$ cat src/rtl/uart_controller.sv
`default_nettype none
// ============================================================================
// uart_controller : synchronises four player inputs and transmits
// {HEADER, state} as an 8N1 UART byte whenever the state changes.
// Revision: 1.0
// ============================================================================
module uart_controller #(
  parameter int         CLKS_PER_BIT = 868,
  parameter logic [3:0] HEADER       = 4'hA
) (
  input  logic clk_in,
  input  logic rst,
  input  logic up,
  input  logic down,
  input  logic fire,
  input  logic proj,
  output logic tx
);

  localparam int             BAUD_W    = (CLKS_PER_BIT > 1) ? $clog2(CLKS_PER_BIT) : 1;
  localparam logic [BAUD_W-1:0] BAUD_LAST = BAUD_W'(CLKS_PER_BIT - 1);

  localparam logic [1:0] IDLE  = 2'd0;
  localparam logic [1:0] START = 2'd1;
  localparam logic [1:0] DATA  = 2'd2;
  localparam logic [1:0] STOP  = 2'd3;

  logic [3:0]        sync_meta;
  logic [3:0]        sync_state;
  logic [3:0]        last_sent;
  logic [1:0]        fsm;
  logic [BAUD_W-1:0] baud;
  logic [2:0]        bit_cnt;
  logic [7:0]        shift;
  logic              bit_done;

  assign bit_done = (baud == BAUD_LAST);

  always_ff @(posedge clk_in) begin
    if (rst) begin
      sync_meta  <= 4'b0000;
      sync_state <= 4'b0000;
      last_sent  <= 4'b0000;
      fsm        <= IDLE;
      baud       <= '0;
      bit_cnt    <= 3'd0;
      shift      <= 8'h00;
      tx         <= 1'b1;
    end else begin
      sync_meta  <= {proj, fire, down, up};
      sync_state <= sync_meta;

      case (fsm)
        IDLE: begin
          tx      <= 1'b1;
          baud    <= '0;
          bit_cnt <= 3'd0;
          // Start bit is driven on the same edge the byte is latched.
          if (sync_state != last_sent) begin
            shift     <= {HEADER, sync_state};
            last_sent <= sync_state;
            fsm       <= START;
            tx        <= 1'b0;
          end
        end

        START: begin
          if (bit_done) begin
            baud  <= '0;
            fsm   <= DATA;
            tx    <= shift[0];
            shift <= {1'b0, shift[7:1]};
          end else begin
            baud <= baud + 1'b1;
          end
        end

        DATA: begin
          if (bit_done) begin
            baud <= '0;
            if (bit_cnt == 3'd7) begin
              fsm <= STOP;
              tx  <= 1'b1;
            end else begin
              bit_cnt <= bit_cnt + 3'd1;
              tx      <= shift[0];
              shift   <= {1'b0, shift[7:1]};
            end
          end else begin
            baud <= baud + 1'b1;
          end
        end

        STOP: begin
          tx <= 1'b1;
          if (bit_done) begin
            baud <= '0;
            fsm  <= IDLE;
          end else begin
            baud <= baud + 1'b1;
          end
        end

        default: begin
          fsm <= IDLE;
          tx  <= 1'b1;
        end
      endcase
    end
  end

endmodule
`default_nettype wire

$ cat config.mk
export PLATFORM = sky130hd
export DESIGN_NAME = uart_controller
export DESIGN_NICKNAME = d
export VERILOG_FILES = /design/src/rtl/uart_controller.sv
export SDC_FILE = /design/constraint.sdc
export NUM_CORES = 1
export LEC_CHECK = 0
export ABC_CLOCK_PERIOD_IN_PS = 3500
export BUFFER_PORTS_ARGS = -buffer_cell sky130_fd_sc_hd__buf_4
export CAP_MARGIN = 20
export CORE_UTILIZATION = 40
export CTS_CLUSTER_SIZE = 8
export DETAILED_ROUTE_END_ITERATION = 7
export PLACE_DENSITY = 0.56
export SLEW_MARGIN = 20
export SYNTH_ARGS = -nofsm -noshare
export SYNTH_HDL_FRONTEND = slang
export SYNTH_SLANG_ARGS = --single-unit
export TNS_END_PERCENT = 5
$ cat constraint.sdc
create_clock -name clk_in -period 3.5 [get_ports clk_in]
set_input_delay 0.35 -clock clk_in [delete_from_list [all_inputs] [get_ports clk_in]]
set_output_delay 0.35 -clock clk_in [all_outputs]
set_load 0.05 [all_outputs]
==> results.sh, run 1 <==
export IMPL_p_leak_nw=0.764
export IMPL_hold_class="in -> reg"
export IMPL_pin_count=7
export IMPL_die_area_mm2=0.00434
export IMPL_path_class="reg -> reg"
export IMPL_slowest_stage="a222oi_1"
export IMPL_cpLargestDelayFamily="compound AO/OA/AOI/OAI gates"
export IMPL_syn_cell_area_mm2=0.00163
export IMPL_grt_first_pass_wirelength_mm=4.97
export IMPL_yosys_cell_count_top_type="dfxtp_1"
export IMPL_routed_wl_mm=2.71
export IMPL_ctsLongestPathBuffers=2
export IMPL_drtIter0Drc=59
export IMPL_cp_max_fo=6
export IMPL_syn_avg_cell_area_um2=9.49
export IMPL_path_clk_slew_ns=0.08
export IMPL_via_per_inst=4.91
export IMPL_wl_met2_mm=1.11
export IMPL_ys_warn_count=0
export IMPL_finalCritPeriodShare_pct=58.8
export IMPL_core_area_mm2=0.00380
export IMPL_ys_ff_latch=36
export IMPL_status="finished clean"
export IMPL_ir_drop_v=0.000267
export IMPL_numCtsBuffers=5
export IMPL_ant_nets=0
export IMPL_worst_pin_slew_ns=0.610
export IMPL_required_ns=3.68
export IMPL_drc=0
export IMPL_insertion_delay_ns=0.29
export IMPL_wl_met3_um=107
export IMPL_power_density_mw_per_mm2=691
export IMPL_clock_sinks=36
export IMPL_worst_path_buf_inv=0
export IMPL_synth_ff_type="dfxtp_1"
export IMPL_dp_hpwl_mm=1.96
export IMPL_syn_nets=186
export IMPL_maxSlewViolCount=0
export IMPL_grt_start_max_net_pins=22
export IMPL_yosysTopAreaCell="dfxtp_1"
export IMPL_cts_hold_buf=0
export IMPL_setup_viol=0
export IMPL_netlist_area_leader_share_pct=44.1
export IMPL_port_buffers=6
export IMPL_wl_per_cell_um=11.9
export IMPL_areaGrowthSynthToFinish_pct=10.3
export IMPL_dp_cells=220
export IMPL_grt_usage_pct=15.6
export IMPL_rsz0062_at_grt="false"
export IMPL_path_cells="ha_1 -> nor3b_4 -> nand3_1 -> a222oi_1 -> mux2_1"
export IMPL_cts_setup_buffers=0
export IMPL_synth_cells=172
export IMPL_die_height_um=65.9
export IMPL_cts_tree="yes"
export IMPL_end_kind="register"
export IMPL_rows=22
export IMPL_hold_viol=0
export IMPL_drtPass1Iterations=4
export IMPL_fin_crit_ns=2.06
export IMPL_cap_violations=0
export IMPL_grt_antenna_before_repair=0
export IMPL_highest_layer="met4"
export IMPL_async_reset_ff_share_pct=0
export IMPL_synth_edf_count=0
export IMPL_total_power_mw=1.25
export IMPL_synth_distinct_cells=33
export IMPL_nets=193
export IMPL_initial_core_util_pct=43.0
export IMPL_fmax_ghz=0.486
export IMPL_final_layout_size_suffix_gt1_share_pct=12.2
export IMPL_layout_cells_non_filler=228
export IMPL_cp_slowest_stage_delay_ns=0.55
export IMPL_cts_root_buf="clkbuf_8"
export IMPL_place_gp_congestion=0.840
export IMPL_fillCellCount=374
export IMPL_fin_setup_tns_ns=0
export IMPL_critPathArrivalTime_ns=2.24
export IMPL_grt_pass1_vias=1088
export IMPL_overflow=0
export IMPL_cts_resized=0
export IMPL_htreeDepth=2
export IMPL_slew_headroom_pct=59.0
export IMPL_finClkSkew_ns=0.0106
export IMPL_antenna_cells=0
export IMPL_ys_seq_area_share_pct=44.1
export IMPL_num_vias=1120
export IMPL_cp_start_kind="register"
export IMPL_die_x_um=65.9
export IMPL_synthTopCellsByArea="dfxtp_1 (44%), mux2i_1 (8.6%), ha_1 (6.1%)"
export IMPL_wl_met1_mm=1.44
export IMPL_synthTopCellsByCount="dfxtp_1 (36), nor2_1 (22), nand2_1 (18)"
## sequential cells by signal, summed over array words and instances, names as in the netlist
register / cells
shift: 8
bit_cnt: 3
tx: 1
baud: 10
sync_meta: 4
sync_state: 4
fsm: 2
last_sent: 4
## layout make-up
class	count	area (µm²)	share of cell area [%]
Timing Repair Buffer	6	45.0	2.50
Clock buffer	7	86.3	4.79
Sequential cell	36	721	40.0
Inverter	7	26.3	1.46
Multi-Input combinational cell	123	855	47.5
Clock inverter	1	7.51	0.417
Tap cell	48	60.1	3.34
## worst paths after layout
path                    to         start  slack [ns]  cells after the start
max                 fsm[1]       baud[0]        1.44                      5
min           sync_meta[1]          down        0.27                      2
max reg2reg         fsm[1]       baud[0]        1.44                      5
min reg2reg  sync_state[3]  sync_meta[3]        0.44                      1
## cells in the final DEF, fill, tap and decap left out, drive strengths merged
master     n
nand4      4
nor4       1
nor2b     11
o311ai     1
a2111o     1
clkinvlp   1
xnor2      5
clkbuf     7
o21ai      2
nor2      22
xor2       7
nor3       3
a222oi     1
inv        7
nand2b     1
and3       2
and4bb     1
a31oi      2
a41oi      1
ha         8
mux2       6
a21oi      2
nand3      4
nand2     18
dfxtp     36
and2       3
nor3b      1
mux2i     14
buf        6
or2        2
## where the power goes
| part | switching [mW] | total [mW] | internal, mW |
|---|---|---|---|
| sequential | 0.0303 | 0.492 | 0.462 |
| combinational | 0.243 | 0.446 | 0.203 |
| clock | 0.147 | 0.307 | 0.160 |
## logic make-up after synthesis
logic type / Yosys count / share of synthesized area (%)
compound gates: 10 / 4.37
xor+xnor: 12 / 6.44
fa+ha+maj: 8 / 6.13
buf+inv: 13 / 3.52
flops: 36 / 44.1
mux: 20 / 12.9
simple gates: 73 / 22.5
## layer usage
metal	vias up	global-route usage (%)
li1	591	-
met1	505	19.3
met2	19	23.5
met3	5	6.72
met4	0	6.52
met5	-	0
## stage by stage
step	utilization (%)	area [µm²]	worst slack, ns	hold slack [ns]
CTS	47.4	1800	1.42	0.268
detailed placement	44.9	1710	1.43	0.420
global placement	44.9	1710	1.50	0.421
finish	47.4	1800	1.44	0.266
floorplan	-	1630	1.67	0.414
global route	47.4	1800	1.27	0.274
(Power assumes the default switching activity.)
==> run 2: changes to the inputs <==
Settings changed: ABC_CLOCK_PERIOD_IN_PS 3500 to 2000.
Clock period 3.5 ns to 2 ns, I/O delays scaled along.
==> results.sh, run 2 (same netlist as run 1, synthesis figures left out) <==
export IMPL_die_x_um=65.9
export IMPL_grt_usage_pct=16.1
export IMPL_ctsLongestPathBuffers=2
export IMPL_areaGrowthSynthToFinish_pct=12.7
export IMPL_largestRegisters="baud (10), shift (8)"
export IMPL_cp_max_fo=6
export IMPL_fillCellCount=389
export IMPL_drtPass1Iterations=4
export IMPL_final_layout_size_suffix_gt1_share_pct=16.8
export IMPL_grt_antenna_before_repair=0
export IMPL_path_clk_slew_ns=0.07
export IMPL_grt_first_pass_wirelength_mm=5.20
export IMPL_largest_reg_flops=10
export IMPL_fin_crit_ns=1.92
export IMPL_path_class="reg -> reg"
export IMPL_p_int_mw=1.47
export IMPL_mostFrequentLayoutCells="dfxtp_1 (35), nor2_1 (22), nand2_1 (18), mux2i_1 (14)"
export IMPL_maxSlewViolCount=0
export IMPL_wl_met1_mm=1.39
export IMPL_clockPowerShare_pct=22.5
export IMPL_wl_met3_um=113
export IMPL_postLayoutCoreUtil_pct=48.5
export IMPL_grt_pass1_vias=1190
export IMPL_port_buffers=6
export IMPL_num_vias=1172
export IMPL_routed_wl_mm=2.96
export IMPL_cts_root_buf="clkbuf_8"
export IMPL_nets=198
export IMPL_place_gp_congestion=0.793
export IMPL_hold_class="in -> reg"
export IMPL_grt_start_max_net_pins=22
export IMPL_dp_hpwl_mm=2.10
export IMPL_via_per_inst=5.03
export IMPL_setup_viol=0
export IMPL_switchingPower_uw=767
export IMPL_finalCritPeriodShare_pct=96.0
export IMPL_htreeDepth=2
export IMPL_fmax_ghz=0.521
export IMPL_core_area_mm2=0.00380
export IMPL_rows=22
export IMPL_layout_cells_non_filler=233
export IMPL_p_sw_share_pct=34.3
export IMPL_die_height_um=65.9
export IMPL_ant_nets=0
export IMPL_slew_headroom_pct=71.8
export IMPL_overflow=0
export IMPL_required_ns=2.17
export IMPL_status="finished clean"
export IMPL_dp_cells=224
export IMPL_initial_core_util_pct=43.0
export IMPL_drtIter0Drc=38
export IMPL_numCtsBuffers=5
export IMPL_highest_layer="met4"
export IMPL_drc=0
export IMPL_die_area_mm2=0.00434
export IMPL_wl_met2_mm=1.40
export IMPL_hold_viol=0
export IMPL_p_comb_share_pct=38.8
export IMPL_pin_count=7
export IMPL_ir_drop_v=0.000451
export IMPL_total_power_mw=2.24
export IMPL_clock_sinks=36
export IMPL_wl_per_cell_um=12.7
export IMPL_p_leak_nw=0.789
export IMPL_cap_violations=0
export IMPL_cts_tree="yes"
export IMPL_power_density_mw_per_mm2=1220
export IMPL_finClkSkew_ns=0.00660
export IMPL_worst_pin_slew_ns=0.422
export IMPL_antenna_cells=0
export IMPL_p_seq_share_pct=38.7
export IMPL_layout_commonest_cell="dfxtp_1"
export IMPL_cp_start_kind="register"
export IMPL_critPathArrivalTime_ns=2.09
export IMPL_cts_hold_buf=0
export IMPL_insertion_delay_ns=0.29
export IMPL_end_kind="register"
export IMPL_top_register="baud"
==> run 2: layer usage <==
layer  track usage (%)  vias to the layer above
li1                  -                      598
met1              18.0                      550
met2              26.7                       17
met3              6.03                        7
met4              7.88                        0
met5                 0                        -
==> run 2: path summary, 6_finish.rpt <==
kind	start	end	slack [ns]	cells after the start
setup / recovery	baud[1]	fsm[1]	0.08	5
hold / removal	fire	sync_meta[2]	0.11	2
setup reg to reg	baud[1]	fsm[1]	0.08	5
hold reg to reg	baud[0]	baud[0]	0.43	1
==> run 2: cell type report <==
type | instances | area, µm² | share of cell area [%]
clock buffers | 5 | 68.8 | 3.74
clock inverters | 3 | 18.8 | 1.02
inverters | 7 | 26.3 | 1.43
multi-input cells | 123 | 862 | 46.8
flip-flops and latches | 36 | 722 | 39.2
well taps | 48 | 60.1 | 3.26
repair buffers | 11 | 82.6 | 4.49
==> run 2: critical path: stages (launching register included) <==
cell and delay [ns]:
dfxtp_1 0.35, ha_2 0.19, nor3b_4 0.31, nand3_2 0.14, a222oi_1 0.45, mux2_1 0.38
==> run 2: power groups by stage <==
stage / clock [mW] / sequential (mW) / combinational, mW
floorplan: 0 / 0.894 / 0.646
global route: 0.551 / 0.876 / 0.964
global placement: 0 / 0.872 / 0.844
CTS: 0.519 / 0.865 / 0.867
detailed placement: 0 / 0.880 / 0.863
finish: 0.503 / 0.867 / 0.868
==> run 2: what timing repair did <==
item,in CTS,in global routing
setup endpoints to repair,0,3
setup buffers,0,1
gates resized for setup,0,3
==> run 2: per-stage QoR <==
| step | worst slack [ns] | hold WS [ns] | TNS, ns | cell area (µm²) |
|---|---|---|---|---|
| finish | 0.0802 | 0.114 | 0 | 1840 |
| global route | -0.0163 | 0.113 | -0.0163 | 1840 |
| CTS | 0.0779 | 0.109 | 0 | 1820 |
| detailed placement | 0.0879 | 0.417 | 0 | 1740 |
| global placement | 0.195 | 0.414 | 0 | 1740 |
| floorplan | 0.173 | 0.328 | 0 | 1630 |
==> run 3: changes to the inputs <==
Settings changed: RECOVER_POWER set to 25.
==> results.sh, run 3 (same netlist as run 1, synthesis figures left out) <==
export IMPL_status="finished clean"
export IMPL_post_place_ws_ns=0.0879
export IMPL_via_per_inst=5.06
export IMPL_cp_max_fo=6
export IMPL_path_class="reg -> reg"
export IMPL_dp_cells=224
export IMPL_p_int_mw=1.46
export IMPL_mostFrequentLayoutCells="dfxtp_1 (35), nor2_1 (22), nand2_1 (18), mux2i_1 (14), nor2b_1 (11)"
export IMPL_p_seq_share_pct=38.8
export IMPL_slew_headroom_pct=39.3
export IMPL_fin_setup_tns_ns=0
export IMPL_insertion_delay_ns=0.29
export IMPL_rows=22
export IMPL_setup_slack_ns=0.0788
export IMPL_grt_usage_pct=16.1
export IMPL_wl_per_cell_um=12.7
export IMPL_p_leak_nw=0.783
export IMPL_num_vias=1179
export IMPL_fmax_ghz=0.520
export IMPL_p_sw_share_pct=34.4
export IMPL_fillCellCount=393
export IMPL_cap_violations=0
export IMPL_ir_drop_v=0.000451
export IMPL_power_density_mw_per_mm2=1220
export IMPL_antenna_cells=0
export IMPL_grt_antenna_before_repair=0
export IMPL_hold_path_end="sync_meta[2]"
export IMPL_die_height_um=65.9
export IMPL_overflow=0
export IMPL_maxSlewViolCount=0
export IMPL_initial_core_util_pct=43.0
export IMPL_finClkSkew_ns=0.00663
export IMPL_final_layout_size_suffix_gt1_share_pct=15.7
export IMPL_hold_viol=0
export IMPL_drtIter0Drc=38
export IMPL_numCtsBuffers=5
export IMPL_htreeDepth=2
export IMPL_setup_viol=0
export IMPL_ctsLongestPathBuffers=2
export IMPL_core_area_mm2=0.00380
export IMPL_die_x_um=65.9
export IMPL_grt_first_pass_wirelength_mm=5.20
export IMPL_cts_tree="yes"
export IMPL_rrSetupSlack_ns=0.08
export IMPL_path_clk_slew_ns=0.07
export IMPL_areaGrowthSynthToFinish_pct=12.3
export IMPL_place_gp_congestion=0.793
export IMPL_p_comb_share_pct=38.6
export IMPL_layout_cells_non_filler=233
export IMPL_whs_path_depth=2
export IMPL_grt_pass1_vias=1190
export IMPL_dp_hpwl_mm=2.10
export IMPL_routed_wl_mm=2.97
export IMPL_cp_start_kind="register"
export IMPL_fin_crit_ns=1.92
export IMPL_ant_nets=0
export IMPL_pin_count=7
export IMPL_r2r_start="baud[1]"
export IMPL_multiInputGateArea_um2=862
export IMPL_final_seq_area_um2=722
export IMPL_required_ns=2.17
export IMPL_layout_commonest_cell="dfxtp_1"
export IMPL_port_buffers=6
export IMPL_largest_reg_flops=10
export IMPL_nets=198
export IMPL_postLayoutCoreUtil_pct=48.3
export IMPL_finalCritPeriodShare_pct=96.1
export IMPL_cts_root_buf="clkbuf_8"
export IMPL_largestRegisters="baud (10), shift (8)"
export IMPL_end_kind="register"
export IMPL_clockPowerShare_pct=22.6
export IMPL_drtPass1Iterations=4
export IMPL_critPathArrivalTime_ns=2.09
export IMPL_grt_start_max_net_pins=22
export IMPL_clock_sinks=36
export IMPL_hold_class="in -> reg"
export IMPL_die_area_mm2=0.00434
export IMPL_reg2reg_depth=5
export IMPL_r2r_end="fsm[1]"
export IMPL_hold_start="fire"
export IMPL_worst_pin_slew_ns=0.911
export IMPL_total_power_mw=2.23
export IMPL_switchingPower_uw=768
export IMPL_drc=0
export IMPL_cts_hold_buf=0
export IMPL_top_register="baud"
[run 3: changes by cell type in the layout (fill, tap and decap cells not counted)]
| cell | change |
|---|---|
| buf_4 | -2 |
| clkbuf_1 | +2 |
[run 3: layer usage]
| metal | part of all wire (%) | vias up | GRT usage, % |
|---|---|---|---|
| met2 | 47 | 20 | 26.7 |
| met4 | 2.0 | 0 | 7.88 |
| met1 | 47 | 554 | 18.0 |
| met5 | 0 | - | 0 |
| li1 | - | 598 | - |
| met3 | 4.3 | 7 | 6.03 |
[run 3: worst max path at each step]
stage,startpoint,to,slack (ns)
2_1_floorplan,baud[0],shift[7],0.17
3_3_place_gp,baud[0],fsm[1],0.19
3_5_place_dp,baud[0],fsm[1],0.09
4_1_cts,baud[0],fsm[1],0.08
5_1_grt,baud[1],fsm[1],-0.02
6_report,baud[1],fsm[1],0.08
[run 3: through the flow]
stage / hold slack [ns] / instance area, µm²
floorplan: 0.328 / 1630
global placement: 0.414 / 1740
detailed placement: 0.417 / 1740
CTS: 0.109 / 1820
global route: 0.113 / 1830
finish: 0.114 / 1830
[run 3: worst max-delay path, stage by stage, from the launching register on]
cell and delay (ns):
dfxtp_1 0.35, ha_2 0.19, nor3b_4 0.31, nand3_2 0.14, a222oi_1 0.45, mux2_1 0.38
[run 3: layout make-up]
type	count	share of cell area (%)
Clock buffer	5	3.75
Clock inverter	3	1.02
Inverter	7	1.43
Multi-Input combinational cell	123	47.0
Sequential cell	36	39.4
Tap cell	48	3.28
Timing Repair Buffer	11	4.10
[run 3: power by group through the flow]
stage / clock (mW) / combinational, mW / sequential, mW
final: 0.503 / 0.861 / 0.867
after CTS: 0.519 / 0.867 / 0.865
after floorplan: 0 / 0.646 / 0.894
after global routing: 0.551 / 0.955 / 0.876
after detailed placement: 0 / 0.863 / 0.880
after global placement: 0 / 0.844 / 0.872
[run 3: what timing repair did]
| action | 4_1_cts | 5_1_grt |
|---|---|---|
| endpoints found under the hold margin | 0 | 0 |
| gates resized for setup | 0 | 3 |
| buffers inserted | 0 | 1 |
| endpoints found under the setup margin | 0 | 3 |
